`src/rtl/cpu_core_if.sv`:
```
// Shared memory bus between cpu_core and the memory/ROM model.
// The core is the master; memory answers data_in with zero wait states.
interface cpu_core_if #(
  parameter int DATA_W = 8,
  parameter int ADDR_W = 16
);
  logic [ADDR_W-1:0] addr;
  logic [DATA_W-1:0] data_in;
  logic [DATA_W-1:0] data_out;
  logic              we;
  logic              sync;

  modport master (
    output addr,
    output data_out,
    output we,
    output sync,
    input  data_in
  );

  modport slave (
    input  addr,
    input  data_out,
    input  we,
    input  sync,
    output data_in
  );
endinterface

```
`src/rtl/cpu_core.sv`:
```
// Multi-cycle 6502-subset core: fetch/decode/execute sequencer
// owning PC, A, X and status, driving one shared memory bus.
module cpu_core #(
  parameter int          DATA_W   = 8,
  parameter int          ADDR_W   = 16,
  parameter int unsigned RESET_PC = 'h0200
) (
  input  logic              clk,
  input  logic              rst_n,
  cpu_core_if.master        bus,
  output logic              halted,
  output logic [DATA_W-1:0] acc_o,
  output logic [DATA_W-1:0] x_o,
  output logic [7:0]        status_o,
  output logic [ADDR_W-1:0] pc_o
);

  if (DATA_W < 8 || ADDR_W > 2 * DATA_W) begin : g_bad_params
    $error("cpu_core: need DATA_W >= 8 and ADDR_W <= 2*DATA_W");
  end

  localparam int MSB = DATA_W - 1;
  localparam logic [ADDR_W-1:0] RST_PC = ADDR_W'(RESET_PC);

  localparam logic [7:0] OP_LDA = 8'hA9;
  localparam logic [7:0] OP_LDX = 8'hA2;
  localparam logic [7:0] OP_ADC = 8'h69;
  localparam logic [7:0] OP_CLC = 8'h18;
  localparam logic [7:0] OP_SEC = 8'h38;
  localparam logic [7:0] OP_INX = 8'hE8;
  localparam logic [7:0] OP_TAX = 8'hAA;
  localparam logic [7:0] OP_NOP = 8'hEA;
  localparam logic [7:0] OP_JMP = 8'h4C;
  localparam logic [7:0] OP_STA = 8'h8D;

  typedef enum logic [2:0] {
    S_FETCH,
    S_EXEC,
    S_OPND,
    S_ADDR_LO,
    S_ADDR_HI,
    S_WRITE,
    S_HALT
  } state_e;

  state_e            state_q, state_d;
  logic [ADDR_W-1:0] pc_q, pc_d;
  logic [DATA_W-1:0] acc_q, acc_d;
  logic [DATA_W-1:0] x_q, x_d;
  logic              c_q, c_d;
  logic              z_q, z_d;
  logic              v_q, v_d;
  logic              n_q, n_d;
  logic [7:0]        op_q, op_d;
  logic [DATA_W-1:0] lo_q, lo_d;
  logic [ADDR_W-1:0] ea_q, ea_d;

  logic [7:0]          opc;
  logic                is_impl;
  logic                is_imm;
  logic                is_abs;
  logic [ADDR_W-1:0]   pc_inc;
  logic [DATA_W:0]     sum;
  logic [2*DATA_W-1:0] tgt_w;
  logic [ADDR_W-1:0]   tgt;
  logic [DATA_W-1:0]   res;

  // Only the low byte carries the opcode; wider data bits are ignored.
  assign opc     = bus.data_in[7:0];
  assign is_impl = opc inside {OP_CLC, OP_SEC, OP_INX, OP_TAX, OP_NOP};
  assign is_imm  = opc inside {OP_LDA, OP_LDX, OP_ADC};
  assign is_abs  = opc inside {OP_JMP, OP_STA};

  assign pc_inc = pc_q + ADDR_W'(1);
  assign sum    = {1'b0, acc_q} + {1'b0, bus.data_in}
                + {{DATA_W{1'b0}}, c_q};
  assign tgt_w  = {bus.data_in, lo_q};
  assign tgt    = tgt_w[ADDR_W-1:0];

  always_ff @(posedge clk) begin
    if (!rst_n) begin
      state_q <= S_FETCH;
      pc_q    <= RST_PC;
      acc_q   <= '0;
      x_q     <= '0;
      c_q     <= 1'b0;
      z_q     <= 1'b0;
      v_q     <= 1'b0;
      n_q     <= 1'b0;
      op_q    <= '0;
      lo_q    <= '0;
      ea_q    <= '0;
    end else begin
      state_q <= state_d;
      pc_q    <= pc_d;
      acc_q   <= acc_d;
      x_q     <= x_d;
      c_q     <= c_d;
      z_q     <= z_d;
      v_q     <= v_d;
      n_q     <= n_d;
      op_q    <= op_d;
      lo_q    <= lo_d;
      ea_q    <= ea_d;
    end
  end

  always_comb begin
    state_d = state_q;
    pc_d    = pc_q;
    acc_d   = acc_q;
    x_d     = x_q;
    c_d     = c_q;
    z_d     = z_q;
    v_d     = v_q;
    n_d     = n_q;
    op_d    = op_q;
    lo_d    = lo_q;
    ea_d    = ea_q;
    res     = '0;
    unique case (state_q)
      S_FETCH: begin
        op_d = opc;
        pc_d = pc_inc;
        unique case (1'b1)
          is_impl: state_d = S_EXEC;
          is_imm:  state_d = S_OPND;
          is_abs:  state_d = S_ADDR_LO;
          default: state_d = S_HALT;
        endcase
      end
      S_EXEC: begin
        state_d = S_FETCH;
        unique case (1'b1)
          op_q == OP_CLC: c_d = 1'b0;
          op_q == OP_SEC: c_d = 1'b1;
          op_q == OP_INX: begin
            res = x_q + DATA_W'(1);
            x_d = res;
            n_d = res[MSB];
            z_d = ~|res;
          end
          op_q == OP_TAX: begin
            res = acc_q;
            x_d = res;
            n_d = res[MSB];
            z_d = ~|res;
          end
          default: ;
        endcase
      end
      S_OPND: begin
        state_d = S_FETCH;
        pc_d    = pc_inc;
        unique case (1'b1)
          op_q == OP_LDA: begin
            res   = bus.data_in;
            acc_d = res;
          end
          op_q == OP_LDX: begin
            res = bus.data_in;
            x_d = res;
          end
          default: begin
            res   = sum[MSB:0];
            acc_d = res;
            c_d   = sum[DATA_W];
            v_d   = (acc_q[MSB] == bus.data_in[MSB])
                 && (res[MSB] != acc_q[MSB]);
          end
        endcase
        n_d = res[MSB];
        z_d = ~|res;
      end
      S_ADDR_LO: begin
        state_d = S_ADDR_HI;
        lo_d    = bus.data_in;
        pc_d    = pc_inc;
      end
      S_ADDR_HI: begin
        if (op_q == OP_JMP) begin
          state_d = S_FETCH;
          pc_d    = tgt;
        end else begin
          state_d = S_WRITE;
          ea_d    = tgt;
          pc_d    = pc_inc;
        end
      end
      S_WRITE: state_d = S_FETCH;
      S_HALT:  state_d = S_HALT;
      default: state_d = S_HALT;
    endcase
  end

  // Reset low kills the strobe at once so an in-flight store is dropped.
  always_comb begin
    bus.addr     = pc_q;
    bus.data_out = '0;
    bus.we       = 1'b0;
    bus.sync     = 1'b0;
    halted       = 1'b0;
    unique case (state_q)
      S_FETCH: bus.sync = 1'b1;
      S_WRITE: begin
        bus.addr     = ea_q;
        bus.data_out = acc_q;
        bus.we       = rst_n;
      end
      S_HALT:  halted = 1'b1;
      default: ;
    endcase
  end

  assign acc_o    = acc_q;
  assign x_o      = x_q;
  assign status_o = {n_q, v_q, 4'b0000, z_q, c_q};
  assign pc_o     = pc_q;

endmodule

```
`src/flat_wrapper.sv`:
```
// flat-port wrapper written by rule: the top's interface ports become plain ports
module cpu_core_flat 
#(
  parameter int          DATA_W   = 8,
  parameter int          ADDR_W   = 16,
  parameter int unsigned RESET_PC = 'h0200
)
  (clk, rst_n, halted, acc_o, x_o, status_o, pc_o, bus_addr, bus_data_out, bus_we, bus_sync, bus_data_in);
  cpu_core_if #(.DATA_W(DATA_W), .ADDR_W(ADDR_W)) bus_i ();
  input  logic clk;
  input  logic rst_n;
  output logic halted;
  output logic [DATA_W-1:0] acc_o;
  output logic [DATA_W-1:0] x_o;
  output logic [7:0] status_o;
  output logic [ADDR_W-1:0] pc_o;
  output wire logic [$bits(bus_i.addr)-1:0] bus_addr;
  output wire logic [$bits(bus_i.data_out)-1:0] bus_data_out;
  output wire logic [$bits(bus_i.we)-1:0] bus_we;
  output wire logic [$bits(bus_i.sync)-1:0] bus_sync;
  input wire logic [$bits(bus_i.data_in)-1:0] bus_data_in;
  assign bus_addr = bus_i.addr;
  assign bus_data_out = bus_i.data_out;
  assign bus_we = bus_i.we;
  assign bus_sync = bus_i.sync;
  assign bus_i.data_in = bus_data_in;
  cpu_core #(.DATA_W(DATA_W), .ADDR_W(ADDR_W), .RESET_PC(RESET_PC)) u_core (.clk(clk), .rst_n(rst_n), .bus(bus_i), .halted(halted), .acc_o(acc_o), .x_o(x_o), .status_o(status_o), .pc_o(pc_o));
endmodule
```
`config.mk`:
```
export PLATFORM = sky130hd
export DESIGN_NAME = cpu_core_flat
export DESIGN_NICKNAME = d
export VERILOG_FILES = /design/src/rtl/cpu_core_if.sv /design/src/rtl/cpu_core.sv /design/src/flat_wrapper.sv
export SDC_FILE = /design/constraint.sdc
export NUM_CORES = 1
export LEC_CHECK = 0
export CORE_MARGIN = 2
export CORE_UTILIZATION = 30
export DETAILED_ROUTE_END_ITERATION = 8
export SLEW_MARGIN = 10
export SYNTH_ARGS = -nofsm -noshare
export SYNTH_HDL_FRONTEND = slang
export SYNTH_SLANG_ARGS = --single-unit
```
`constraint.sdc`:
```
create_clock -name clk -period 4.2 [get_ports clk]
set_input_delay 0.42 -clock clk [delete_from_list [all_inputs] [get_ports clk]]
set_output_delay 0.42 -clock clk [all_outputs]
set_load 0.02 [all_outputs]
```
# Word level (Yosys, flattened, before mapping)
# Index checks and enable logic that the tools add are counted.
[classes]
n_addsub = 4
n_bitwise = 3
n_eq_ne = 29
reduce_logical = 22
n_mux = 23
[ops]
columns = ["cell", "n"]
rows = [
  ["== test 8 bit (second input constant)", 10],
  ["case mux 8 bit (2 select lines)", 3],
  ["2-to-1 mux 16 bit", 2],
  ["2-to-1 mux 8 bit", 4],
  ["case mux 16 bit (2 select lines)", 1],
  ["== test 8 x 7 -> 1 bit (second input constant)", 3],
  ["OR reduction 8 bit", 3],
  ["adder 16 x 1 -> 16 bit (second input constant)", 1],
  ["== test 8 x 5 -> 1 bit (second input constant)", 2],
  ["== test 8 x 6 -> 1 bit (second input constant)", 2],
  ["case mux 1 bit (2 select lines)", 6],
  ["case mux 3 bit (4 select lines)", 1],
  ["adder 8 x 8 -> 9 bit", 1],
  ["adder 9 x 1 -> 9 bit", 1],
  ["== test 3 bit (second input constant)", 3],
  ["case mux 3 bit (3 select lines)", 1],
  ["adder 8 x 1 -> 8 bit (second input constant)", 1],
  ["AND reduction 2 bit", 4],
  ["== test 3 x 2 -> 1 bit (second input constant)", 2],
  ["!= test 3 x 1 -> 1 bit (second input constant)", 2],
  ["AND reduction 3 bit", 2],
  ["nonzero test 2 bit", 3],
  ["OR reduction 3 bit", 2],
  ["nonzero test 5 bit", 1],
  ["other kinds (13)", 20],
]
[totals]
register_bits = 71
word_cells = 92
input_bits = 10

# Depth between registers and ports, before layout
[logic_depth]
word_depth = 7
mapped_depth = 10
mapped_depth_nobuf = 9

# Least setup slack after synthesis
# OpenSTA, ideal clock, no wires.
[synth_timing]
kind = "input to register"
startpoint = "in bus_data_in[0]"
endpoint = "reg u_core.c_q"
cell_stages = 10
path_slack_ps = 1563
arrival_time_ps = 2567
cell_sequence = "clkbuf_1 > inv_1 > fa_1 > fa_1 > nand2b_1 > a21oi_1 > o31a_1 > o21ai_0 > a221o_1 > a21oi_1"
[synth_via]
elab_chain_len = 4
[synth_lines]
columns = ["item", "line_no", "text"]
rows = [
  ["from (decl)", "flat_wrapper.sv:21", "input wire logic [$bits(bus_i.data_in)-1:0] bus_data_in;"],
  ["adder 8 x 8 -> 9 bit", "cpu_core.sv:75", "assign sum = {1'b0, acc_q} + {1'b0, bus.data_in}"],
  ["adder 9 x 1 -> 9 bit", "cpu_core.sv:76", "+ {{DATA_W{1'b0}}, c_q};"],
  ["2-to-1 mux 1 bit", "cpu_core.sv:155", "unique case (1'b1)"],
  ["case mux 1 bit (2 select lines)", "cpu_core.sv:121", "unique case (state_q)"],
  ["to (signal assigned)", "cpu_core.sv:86", "c_q <= 1'b0;"],
  ["to (signal assigned)", "cpu_core.sv:98", "c_q <= c_d;"],
  ["to (decl)", "cpu_core.sv:50", "logic c_q, c_d;"],
]
# No other way between the ends. The select of a mux whose other input is x is not followed.
# A chain may end at the register's enable or synchronous reset.

# Final worst setup path
[layout_timing]
startpoint = "reg u_core.state_q[0]"
endpoint = "out bus_addr[6]"
[layout_via]
elab_chain_len = 2
[layout_lines]
columns = ["item", "line_no", "text"]
rows = [
  ["from (decl)", "cpu_core.sv:46", "state_e state_q, state_d;"],
  ["from (signal assigned)", "cpu_core.sv:94", "state_q <= state_d;"],
  ["== test 3 bit", "cpu_core.sv:203", "unique case (state_q)"],
  ["2-to-1 mux 16 bit", "cpu_core.sv:203", ""],
  ["to (decl)", "flat_wrapper.sv:17", "output wire logic [$bits(bus_i.addr)-1:0] bus_addr;"],
]
# No other way between the ends.

==> run summary <==
Outcome: complete, no violations
Inst Count DP: 801
Max-slew violations: 0
Sequential fraction of the synthesis area: 32.11%
Grt total ovfl: 0
Min Clock Period, post-route: 3.268 ns
Chip height: 125.5 µm
Worst Path Buf+Inv: 1
Synth cell count leaders: 101 x nand2_1, 71 x dfxtp_1, 70 x nor2_1, 44 x a21oi_1, 33 x mux2i_1
WS Path Type: reg -> out
Max_cap viols: 0
# hold bufs at CTS: 0
Sum Neg Setup Slack: 0 ns
Non-Filler Instances: 817
CTS Root Cell: clkbuf_16
ANT nets after route: 0
Clock skew: 0.005526 ns
Share of cells above drive strength 1: 4.107%
CTS tree: built
Post-CTS Setup Bufs: 0
Cts bufs inserted: 9
Fin crit share: 77.82%
Maximum vdd drop: 224.8 µV
Post-place setup slack: 0.9345 ns
WL/cell: 17.17 µm
H-tree levels: 3
1st-iter DRT viols: 279
Synth area leader: dfxtp_1
# port buffers: 72
CP max FO: 18
Number of vias per cell: 5.332
Clock network power share: 26.2%
Crit start category: flip-flop
Slew headroom: 30.53%
Syn Inst Count: 592
Worst path max stage delay: 0.66 ns
# DRC: 0
Slew @ Worst Pin: 1.042 ns
Post-synth design cell area: 4427 µm²
Critical path's top delay family: simple AND/OR/NAND/NOR gates
Asr flop ratio synth: 0%
Final Power: 3.211 mW
#FFs+latches synth: 71
Post_cts resized: 0
First-pass GRT wire length: 22780 µm
I/O pins: 77
Core Area: 14480 µm²
Filler cells: 1459
P_int: 1.899 mW
Die W: 125.5 µm
Total die area: 15740 µm²
P_sw: 1.312 mW
Leak pwr: 2.135 nW
Most area-consuming cells after synthesis: dfxtp_1 32%, nand2_1 8.6%, mux2i_1 7.5%, nor2_1 5.9%, a21oi_1 5.0%
Initial antenna violation count: 0
Fin. Hold Viols: 0
Routed vias: 4356
Starting Density: 30.57%
Comb pwr share: 41.4%
Sw frac: 40.87%
N_diodes: 0
End-of-flow core utilization: 37.77%
Post-placement cell area: 5147 µm²
CTS Buffer Depth: 2
GP Congestion: 0.9178
Area of the multi-input gates: 2689 µm²
Hold/Removal Path Class: reg -> reg
Post-route cell area: 5469 µm²
Clock Sink Count: 71
Final setup violating endpoints: 0
Worst setup startpoint: u_core.state_q[0]
RR Startpoint: u_core.acc_o[0]
Critical path required time: 3.78 ns
Dominant synthesized flop cell: dfxtp_1
Sequential power share: 32.4%
Worst hold-check slack: 0.4962 ns
Yosys warnings: 0
Clock slew at reported path FFs: 0.06 ns
Vias in the first global route: 4249
Hpwl dp: 9793 µm
Yosys top cell area share: 32.11%
Most frequent cell after synthesis: nand2_1
CP Capture Type: output pin
PwrDens: 587.2 nW/µm²
P&R area growth vs syn: 23.54%
Largest net degree at the start of global routing: 56
CP max stage cell: clkdlybuf4s50_1
Fin worst setup slack: 0.9316 ns
R2r setup slk: 1.58 ns
DRT Wirelength: 14030 µm
Hold Crit Start: u_core.ea_q[10]
Post-synth EDFFs: 0
GRT Overall Usage: 17.94%
Skew-Pair Late Insertion Delay: 0.34 ns
Cells along the critical path: nor2b_1 > and2_1 > nand2_1 > o21ai_0 > clkdlybuf4s50_1
F_max: 306.0 MHz
Netlist cell types: 62
DR pass1 iterations: 5
Mean Syn Cell Area: 7.478 µm²
Core Rows: 44
FF/Latch Area: 1421 µm²
Arrival time of the worst setup path: 2.85 ns
RSZ-0062 raised after global routing: no
NumNets Final: 649
-- routing by layer --
layer / track usage (%) / wire (µm) / up-vias
li1: - / - / 2144
met1: 25.06 / 6791 / 2080
met2: 27.73 / 6385 / 112
met3: 2.268 / 524 / 20
met4: 7.843 / 326 / 0
met5: 0 / 0 / -
-- power groups by stage --
stage	Sequential [mW]	Combinational [mW]	Clock, mW
finish	1.04	1.33	0.842
floorplan	1.02	0.942	0
global placement	1.04	1.29	0
global route	1.07	1.46	0.884
detailed placement	1.05	1.32	0
CTS	1.03	1.33	0.855
-- worst min-delay path: cells and delay by family (launching register included) --
family,cells,cell delay (ns)
simple gates,1,0.07
flops,1,0.33
mux,1,0.06
-- state kept, by name, indices dropped and copies added (netlist names) --
signal and cells:
u_core.acc_o 8, u_core.lo_q 8, u_core.ea_q 16, u_core.state_q 3, u_core.c_q 1, u_core.v_q 1, u_core.op_q 8, u_core.pc_o 16
u_core.z_q 1, u_core.n_q 1, u_core.x_o 8
-- kinds of logic (layout without fill, tap and decap cells) --
| logic type | Yosys count | after routing | share of synthesized area [%] |
|---|---|---|---|
| AOI/OAI and AO/OA | 131 | 131 | 18.54 |
| xor gates and xnor gates | 11 | 11 | 2.176 |
| adders and majority gates | 11 | 11 | 3.448 |
| buffers and inverters | 68 | 106 | 7.405 |
| DFF | 71 | 71 | 32.11 |
| muxes | 33 | 33 | 7.462 |
| other | 1 | 4 | 0.08471 |
| and+or+nand+nor | 266 | 266 | 28.77 |
-- final timing paths --
path,to,cells after the start
max,bus_addr[6],5
min,u_core.ea_q[10],2
max reg2reg,u_core.c_q,9
min reg2reg,u_core.ea_q[10],2
-- layout make-up --
type / instances / share of cell area (%)
multi-input combinational: 456 / 49.16
sequential: 71 / 25.99
timing repair buffer: 77 / 13.86
tap: 184 / 4.210
clock buffer: 10 / 4.187
clock inverter: 6 / 1.693
inverter: 13 / 0.8922
-- layout by cell type (no fill, tap or decap), drive strengths merged, types with 8 or more instances in the layout --
master	instances
ha	9
and3	11
mux2i	33
clkdlybuf4s50	72
a31oi	9
nand2	101
a211oi	13
inv	15
a21oi	46
clkbuf	10
o21ai	30
o211ai	8
nand2b	9
nor2	71
dfxtp	71
nand3	17
(Power assumes the default switching activity.)
